--- config.mk ---
export PLATFORM = sky130hd
export DESIGN_NAME = fpadd_scan_display_flat
export DESIGN_NICKNAME = d
export VERILOG_FILES = /design/src/rtl/fpadd_scan_display_if.sv /design/src/rtl/fpadd_scan_display.sv /design/src/flat_wrapper.sv
export SDC_FILE = /design/constraint.sdc
export NUM_CORES = 1
export LEC_CHECK = 0
export CAP_MARGIN = 30
export CORE_ASPECT_RATIO = 0.75
export CORE_MARGIN = 3
export CORE_UTILIZATION = 55
export CTS_CLUSTER_DIAMETER = 50
export DETAILED_ROUTE_END_ITERATION = 8
export GPL_TIMING_DRIVEN = 0
export PLACE_DENSITY = 0.78
export SYNTH_ARGS = -nofsm -noshare
export SYNTH_HDL_FRONTEND = slang
export SYNTH_SLANG_ARGS = --single-unit
export TNS_END_PERCENT = 20
--- constraint.sdc ---
create_clock -name clk -period 3.55 [get_ports clk]
set_input_delay 0.71 -clock clk [delete_from_list [all_inputs] [get_ports clk]]
set_output_delay 0.71 -clock clk [all_outputs]
set_load 0.01 [all_outputs]
--- src/rtl/fpadd_scan_display_if.sv ---
// Value handshake bundle for fpadd_scan_display.
//   value       : 4*NUM_DIGITS-bit hex value, nibble k shown on digit k
//   value_valid : producer offers value this cycle
//   value_ready : display block can accept a value this cycle
// A transfer happens on a rising edge where value_valid & value_ready.
interface fpadd_scan_display_if #(
  parameter int NUM_DIGITS = 4
);
  logic [4*NUM_DIGITS-1:0] value;
  logic                    value_valid;
  logic                    value_ready;

  modport master (
    output value,
    output value_valid,
    input  value_ready
  );

  modport slave (
    input  value,
    input  value_valid,
    output value_ready
  );
endinterface

--- src/rtl/fpadd_scan_display.sv ---
// Multiplexed seven-segment hex display driver with a tear-free update
// handshake, leading-zero blanking and blinking.
//   clk        : sole clock, all state on the rising edge
//   reset      : synchronous, active-high
//   bus        : value / value_valid / value_ready handshake (slave side)
//   blank_lz   : enables leading-zero blanking (sampled every cycle)
//   blink      : enables blinking (sampled every cycle)
//   an         : active-low digit enables, one-hot-low when a digit is lit
//   seg        : active-low segments {g,f,e,d,c,b,a}
//   frame_tick : one-cycle pulse the cycle after each scan-frame boundary
// A new value is held in a shadow register and only copied to the displayed
// register at a frame boundary, so a scan frame never mixes two values.
module fpadd_scan_display #(
  parameter int NUM_DIGITS     = 4,
  parameter int REFRESH_CYCLES = 50000,
  parameter int BLINK_FRAMES   = 64
) (
  input  logic                  clk,
  input  logic                  reset,
  fpadd_scan_display_if.slave   bus,
  input  logic                  blank_lz,
  input  logic                  blink,
  output logic [NUM_DIGITS-1:0] an,
  output logic [6:0]            seg,
  output logic                  frame_tick
);

  localparam int CNT_W = (REFRESH_CYCLES > 1) ? $clog2(REFRESH_CYCLES) : 1;
  localparam int IDX_W = $clog2(NUM_DIGITS);
  localparam int FRM_W = $clog2(BLINK_FRAMES + 1);
  localparam int VAL_W = 4 * NUM_DIGITS;

  localparam logic [CNT_W-1:0] CNT_LAST = CNT_W'(REFRESH_CYCLES - 1);
  localparam logic [IDX_W-1:0] IDX_LAST = IDX_W'(NUM_DIGITS - 1);
  localparam logic [FRM_W-1:0] FRM_LAST = FRM_W'(BLINK_FRAMES - 1);

  typedef enum logic {
    IDLE,
    PENDING
  } state_t;

  // Hex nibble to active-low {g,f,e,d,c,b,a}.
  function automatic logic [6:0] seg_decode(input logic [3:0] nib);
    logic [6:0] s;
    case (nib)
      4'h0:    s = 7'b1000000;
      4'h1:    s = 7'b1111001;
      4'h2:    s = 7'b0100100;
      4'h3:    s = 7'b0110000;
      4'h4:    s = 7'b0011001;
      4'h5:    s = 7'b0010010;
      4'h6:    s = 7'b0000010;
      4'h7:    s = 7'b1111000;
      4'h8:    s = 7'b0000000;
      4'h9:    s = 7'b0010000;
      4'hA:    s = 7'b0001000;
      4'hB:    s = 7'b0000011;
      4'hC:    s = 7'b1000110;
      4'hD:    s = 7'b0100001;
      4'hE:    s = 7'b0000110;
      default: s = 7'b0001110;
    endcase
    return s;
  endfunction

  // Scan timing state
  logic [CNT_W-1:0]      cnt_q, cnt_d;
  logic [IDX_W-1:0]      idx_q, idx_d;
  logic [FRM_W-1:0]      frm_q, frm_d;
  logic                  phase_q, phase_d;
  logic                  term_cnt;
  logic                  frame_end;

  // Handshake / data state
  state_t                state_q;
  logic                  ready_q;
  logic [VAL_W-1:0]      shadow_q;
  logic [VAL_W-1:0]      disp_q;

  // Output registers
  logic [NUM_DIGITS-1:0] an_q, an_d;
  logic [6:0]            seg_q, seg_d;
  logic                  ft_q;

  // Combinational helpers for the output stage
  logic [3:0]            nib;
  logic                  lead_zero;
  logic [NUM_DIGITS-1:0] blank_mask;
  logic                  dark;
  logic                  blank_cur;

  assign bus.value_ready = ready_q;
  assign an              = an_q;
  assign seg             = seg_q;
  assign frame_tick      = ft_q;

  // Refresh counter, digit index and blink phase.
  always_comb begin
    term_cnt  = (cnt_q == CNT_LAST);
    frame_end = term_cnt && (idx_q == IDX_LAST);

    cnt_d = term_cnt ? '0 : cnt_q + 1'b1;

    idx_d = idx_q;
    if (term_cnt) begin
      idx_d = (idx_q == IDX_LAST) ? '0 : idx_q + 1'b1;
    end

    // The phase runs whether or not blinking is enabled so that enabling
    // blink mid-stream stays aligned to the free-running frame grid.
    frm_d   = frm_q;
    phase_d = phase_q;
    if (frame_end) begin
      if (frm_q == FRM_LAST) begin
        frm_d   = '0;
        phase_d = ~phase_q;
      end else begin
        frm_d = frm_q + 1'b1;
      end
    end
  end

  always_ff @(posedge clk) begin
    if (reset) begin
      cnt_q   <= '0;
      idx_q   <= '0;
      frm_q   <= '0;
      phase_q <= 1'b0;
    end else begin
      cnt_q   <= cnt_d;
      idx_q   <= idx_d;
      frm_q   <= frm_d;
      phase_q <= phase_d;
    end
  end

  // Handshake FSM. A capture that lands on a frame boundary only fills the
  // shadow; the commit waits for the following boundary so the frame that
  // starts next is still shown entirely with the old value.
  always_ff @(posedge clk) begin
    if (reset) begin
      state_q  <= IDLE;
      ready_q  <= 1'b1;
      shadow_q <= '0;
      disp_q   <= '0;
    end else begin
      case (state_q)
        IDLE: begin
          if (bus.value_valid && ready_q) begin
            shadow_q <= bus.value;
            state_q  <= PENDING;
            ready_q  <= 1'b0;
          end
        end
        PENDING: begin
          if (frame_end) begin
            disp_q  <= shadow_q;
            state_q <= IDLE;
            ready_q <= 1'b1;
          end
        end
        default: begin
          state_q <= IDLE;
          ready_q <= 1'b1;
        end
      endcase
    end
  end

  // Digit select, leading-zero mask and blink gating.
  always_comb begin
    nib        = 4'h0;
    lead_zero  = 1'b1;
    blank_mask = '0;

    // Digit k is a leading zero when it and every more-significant nibble
    // are zero; digit 0 always stays lit so a zero value still shows "0".
    for (int k = NUM_DIGITS - 1; k >= 0; k--) begin
      lead_zero     = lead_zero && (disp_q[4*k +: 4] == 4'h0);
      blank_mask[k] = lead_zero && (k != 0);
    end

    for (int k = 0; k < NUM_DIGITS; k++) begin
      if (idx_q == IDX_W'(k)) begin
        nib = disp_q[4*k +: 4];
      end
    end

    dark      = blink && phase_q;
    blank_cur = blank_lz && blank_mask[idx_q];

    an_d = '1;
    if (!dark && !blank_cur) begin
      an_d[idx_q] = 1'b0;
    end
    seg_d = seg_decode(nib);
  end

  // Registered outputs
  always_ff @(posedge clk) begin
    if (reset) begin
      an_q  <= '1;
      seg_q <= 7'b1111111;
      ft_q  <= 1'b0;
    end else begin
      an_q  <= an_d;
      seg_q <= seg_d;
      ft_q  <= frame_end;
    end
  end

endmodule
--- src/flat_wrapper.sv ---
// flat-port wrapper written by rule: the top's interface ports become plain ports
module fpadd_scan_display_flat 
#(
  parameter int NUM_DIGITS     = 4,
  parameter int REFRESH_CYCLES = 50000,
  parameter int BLINK_FRAMES   = 64
)
  (clk, reset, blank_lz, blink, an, seg, frame_tick, bus_value, bus_value_valid, bus_value_ready);
  fpadd_scan_display_if #(.NUM_DIGITS(NUM_DIGITS)) bus_i ();
  input  logic clk;
  input  logic reset;
  input  logic blank_lz;
  input  logic blink;
  output logic [NUM_DIGITS-1:0] an;
  output logic [6:0] seg;
  output logic frame_tick;
  input wire logic [$bits(bus_i.value)-1:0] bus_value;
  input wire logic [$bits(bus_i.value_valid)-1:0] bus_value_valid;
  output wire logic [$bits(bus_i.value_ready)-1:0] bus_value_ready;
  assign bus_i.value = bus_value;
  assign bus_i.value_valid = bus_value_valid;
  assign bus_value_ready = bus_i.value_ready;
  fpadd_scan_display #(.NUM_DIGITS(NUM_DIGITS), .REFRESH_CYCLES(REFRESH_CYCLES), .BLINK_FRAMES(BLINK_FRAMES)) u_core (.clk(clk), .reset(reset), .bus(bus_i), .blank_lz(blank_lz), .blink(blink), .an(an), .seg(seg), .frame_tick(frame_tick));
endmodule
==> impl_metrics.yaml <==
synthesis:
  synthFlopType: "dfxtp_1"
  yosysTopAreaCell: "dfxtp_1"
  synth_warnings: 0
  syn_nets: 391
  synth-edff-count: 0
  synth_common_cells: "dfxtp_1, nand2_1, nor2_1, a21oi_1, mux2i_1"
  avgSynthCellArea_um2: 8.78
  yosysSeqAreaShare: 0.459
  synth_most_common_cell: "dfxtp_1"
  synth.distinct_cells: 50
  syn_area_um2: 3140
  synthCells: 358
  async_flop_share: 0
  synth_seq_cells: 72
  synth_area_leaders: "dfxtp_1, nand2_1, nor2_1"
  synth_top_cell_area_share: 0.459
finish:
  multiInputGateArea_um2: 1600
  fill_cells: 429
  fin_nets: 435
  antenna_cells: 0
  area_growth_pct: 20.8
  fin_cells: 482
  regArea_um2: 1440
  drive_gt1_frac: 0.0811
power:
  seqPwrFrac: 0.505
  p_int_uw: 1310
  p_comb_frac: 0.060
  switching_share: 0.214
  switchingPower_uw: 356
  clockPowerShare: 0.435
  p_leak_uw: 0.00151
  ir_drop_uv: 272
  powerDensity_nw_per_um2: 439
status:
  outcome: "finished, final reports clean"
clock_tree:
  cts-resized-gates: 0
  clk_pin_slew_ns: 0.07
  cts_sinks: 72
  insertion_delay_ns: 0.35
  cts_tree: "yes"
  cts_buffers: 9
  post_cts_buffers: 0
  cts_hold_buf: 0
  cts_root_buf: "clkbuf_8"
  clockBufferDepth: 2
  cts_htree_levels: 3
timing:
  skew_ns: 0.00801
  slew_headroom: 0.366
  setup_viol: 0
  grt_setup_unrepaired: "false"
  drv_slew: 0
  finalCritPeriodShare: 0.831
  hold_viol_final: 0
  timing.final.crit_period_ns: 2.95
  timing.setup.tns_ns: 0
  max_freq_mhz: 339
  max_slew.worst_pin.slew_ns: 0.945
grt:
  antenna_found_initial: 0
  grt_pass1_wl_um: 10600
  grt_usage: 0.203
  gr-total-overflow: 0
  grt_pass1_vias: 2294
  grt_max_degree: 13
critical_path:
  cp-start-kind: "flip-flop"
  crit_path_cell_trace: "ha_1, clkbuf_2, buf_2, nor2_1, a22o_1, a31oi_1, inv_1, ha_1, nor2_1, a211oi_1, a311o_1"
  crit_path_end_kind: "flip-flop"
  critPathSlowestCell: "dfxtp_1"
  worst-path-buf-inv: 3
  worstSetupPathType: "flip-flop to flip-flop"
  arrival_ns: 3.17
  cp_top_family: "compound AO/OA/AOI/OAI gates"
  worstPathRequired_ns: 3.77
  cp_max_fo: 10
  max_stage_delay_ns: 0.44
floorplan:
  die_area_um2: 6670
  dieHeight_um: 71.5
  io_pins: 34
  coreArea_um2: 5440
  row_count: 23
  die_w_um: 93.3
  initial_utilization: 0.578
detailed_routing:
  routedWlPerCell_um: 13.1
  vias: 2554
  routed_wl_um: 6330
  dr.pass1.iters: 4
  vias_per_cell: 5.30
  first_iter_violations: 158
  drtAntennaViolNets: 0
  drc_errors: 0
place:
  dp_hpwl_um: 4520
  port_buffers: 33
  place_inst: 466
  routabilityCongestion: 0.861
hold_path:
  hold_class: "flip-flop to flip-flop"
run:
  maxCapViolations: 0
flip-flops by register name, indices dropped and copies added, names as in the netlist, 2 cells and up:
signal,count
u_core.an,4
u_core.disp_q,16
u_core.seg,7
u_core.frm_q,7
u_core.shadow_q,16
u_core.cnt_q,16
u_core.idx_q,2
kinds of logic after synthesis:
group                      after synthesis  share of synthesized area
buffers and inverters                   26                     0.0334
AOI/OAI and AO/OA                       56                      0.110
and+or+nand+nor                        157                      0.244
adders and majority gates               12                     0.0478
DFF                                     72                      0.459
muxes                                   19                     0.0609
xor gates and xnor gates                16                     0.0446
through the flow:
stage | total power [uW] | setup slack, ns | hold WS (ns) | cell area, um^2 | util
after global routing | 1720 | 0.394 | 0.484 | 3800 | 0.698
after detailed placement | 960 | 0.670 | 0.450 | 3570 | 0.656
final | 1670 | 0.599 | 0.460 | 3800 | 0.698
after CTS | 1680 | 0.633 | 0.462 | 3800 | 0.698
after global placement | 956 | 0.688 | 0.441 | 3570 | 0.656
after floorplan | 908 | 1.09 | 0.426 | 3140 | -
power groups by stage:
stage	Clock, uW	Sequential [uW]	Combinational [uW]
2_1_floorplan	0	860	48.5
3_3_place_gp	0	859	97.0
3_5_place_dp	0	860	99.6
4_1_cts	741	841	100
5_1_grt	768	843	111
6_report	726	841	99.6
final timing paths:
path / startpoint / to / slack [ns] / cells past startpoint
worst max register to register: u_core.idx_q[0] / u_core.seg[1] / 0.60 / 11
worst min-delay path: u_core.shadow_q[7] / u_core.shadow_q[7] / 0.46 / 2
worst min register to register: u_core.shadow_q[7] / u_core.shadow_q[7] / 0.46 / 2
worst max-delay path: u_core.idx_q[0] / u_core.seg[1] / 0.60 / 11
worst min-delay path: stages, from the launching register on:
cell	delay [ns]
dfxtp_1	0.31
nand2_1	0.05
a21oi_1	0.05
layer usage:
layer,global-route usage,routed length (um)
met5,0,0
met4,0.0699,58
met3,0.0598,342
met2,0.325,2850
met1,0.264,3070
cell usage in the layout (no fill, tap or decap), types with 3 or more instances in the layout:
| master | n |
|---|---|
| dfxtp_1 | 72 |
| nand2_1 | 62 |
| nor2_1 | 50 |
| clkdlybuf4s50_1 | 33 |
| a21oi_1 | 29 |
| mux2i_1 | 18 |
| ha_1 | 12 |
| xor2_1 | 11 |
| clkbuf_8 | 11 |
| inv_1 | 10 |
| clkbuf_1 | 9 |
| a211oi_1 | 7 |
| nand4_1 | 6 |
| o21ai_0 | 5 |
| xnor2_1 | 5 |
| buf_2 | 4 |
| nand3b_1 | 4 |
| nand3_1 | 4 |
| nor2b_1 | 3 |
| nor3_1 | 3 |
| nor4_1 | 3 |
| a211o_1 | 3 |
| o221ai_1 | 3 |
area by class of cell:
| cell class | instances | share of cell area |
|---|---|---|
| Multi-Input combinational cell | 260 | 0.420 |
| Tap cell | 75 | 0.0247 |
| Clock inverter | 5 | 0.0208 |
| Inverter | 10 | 0.00988 |
| Clock buffer | 11 | 0.0399 |
| Buffer | 16 | 0.0178 |
| Sequential cell | 72 | 0.380 |
| Timing Repair Buffer | 33 | 0.0870 |
No activity file was read; power rests on OpenSTA's default activity.
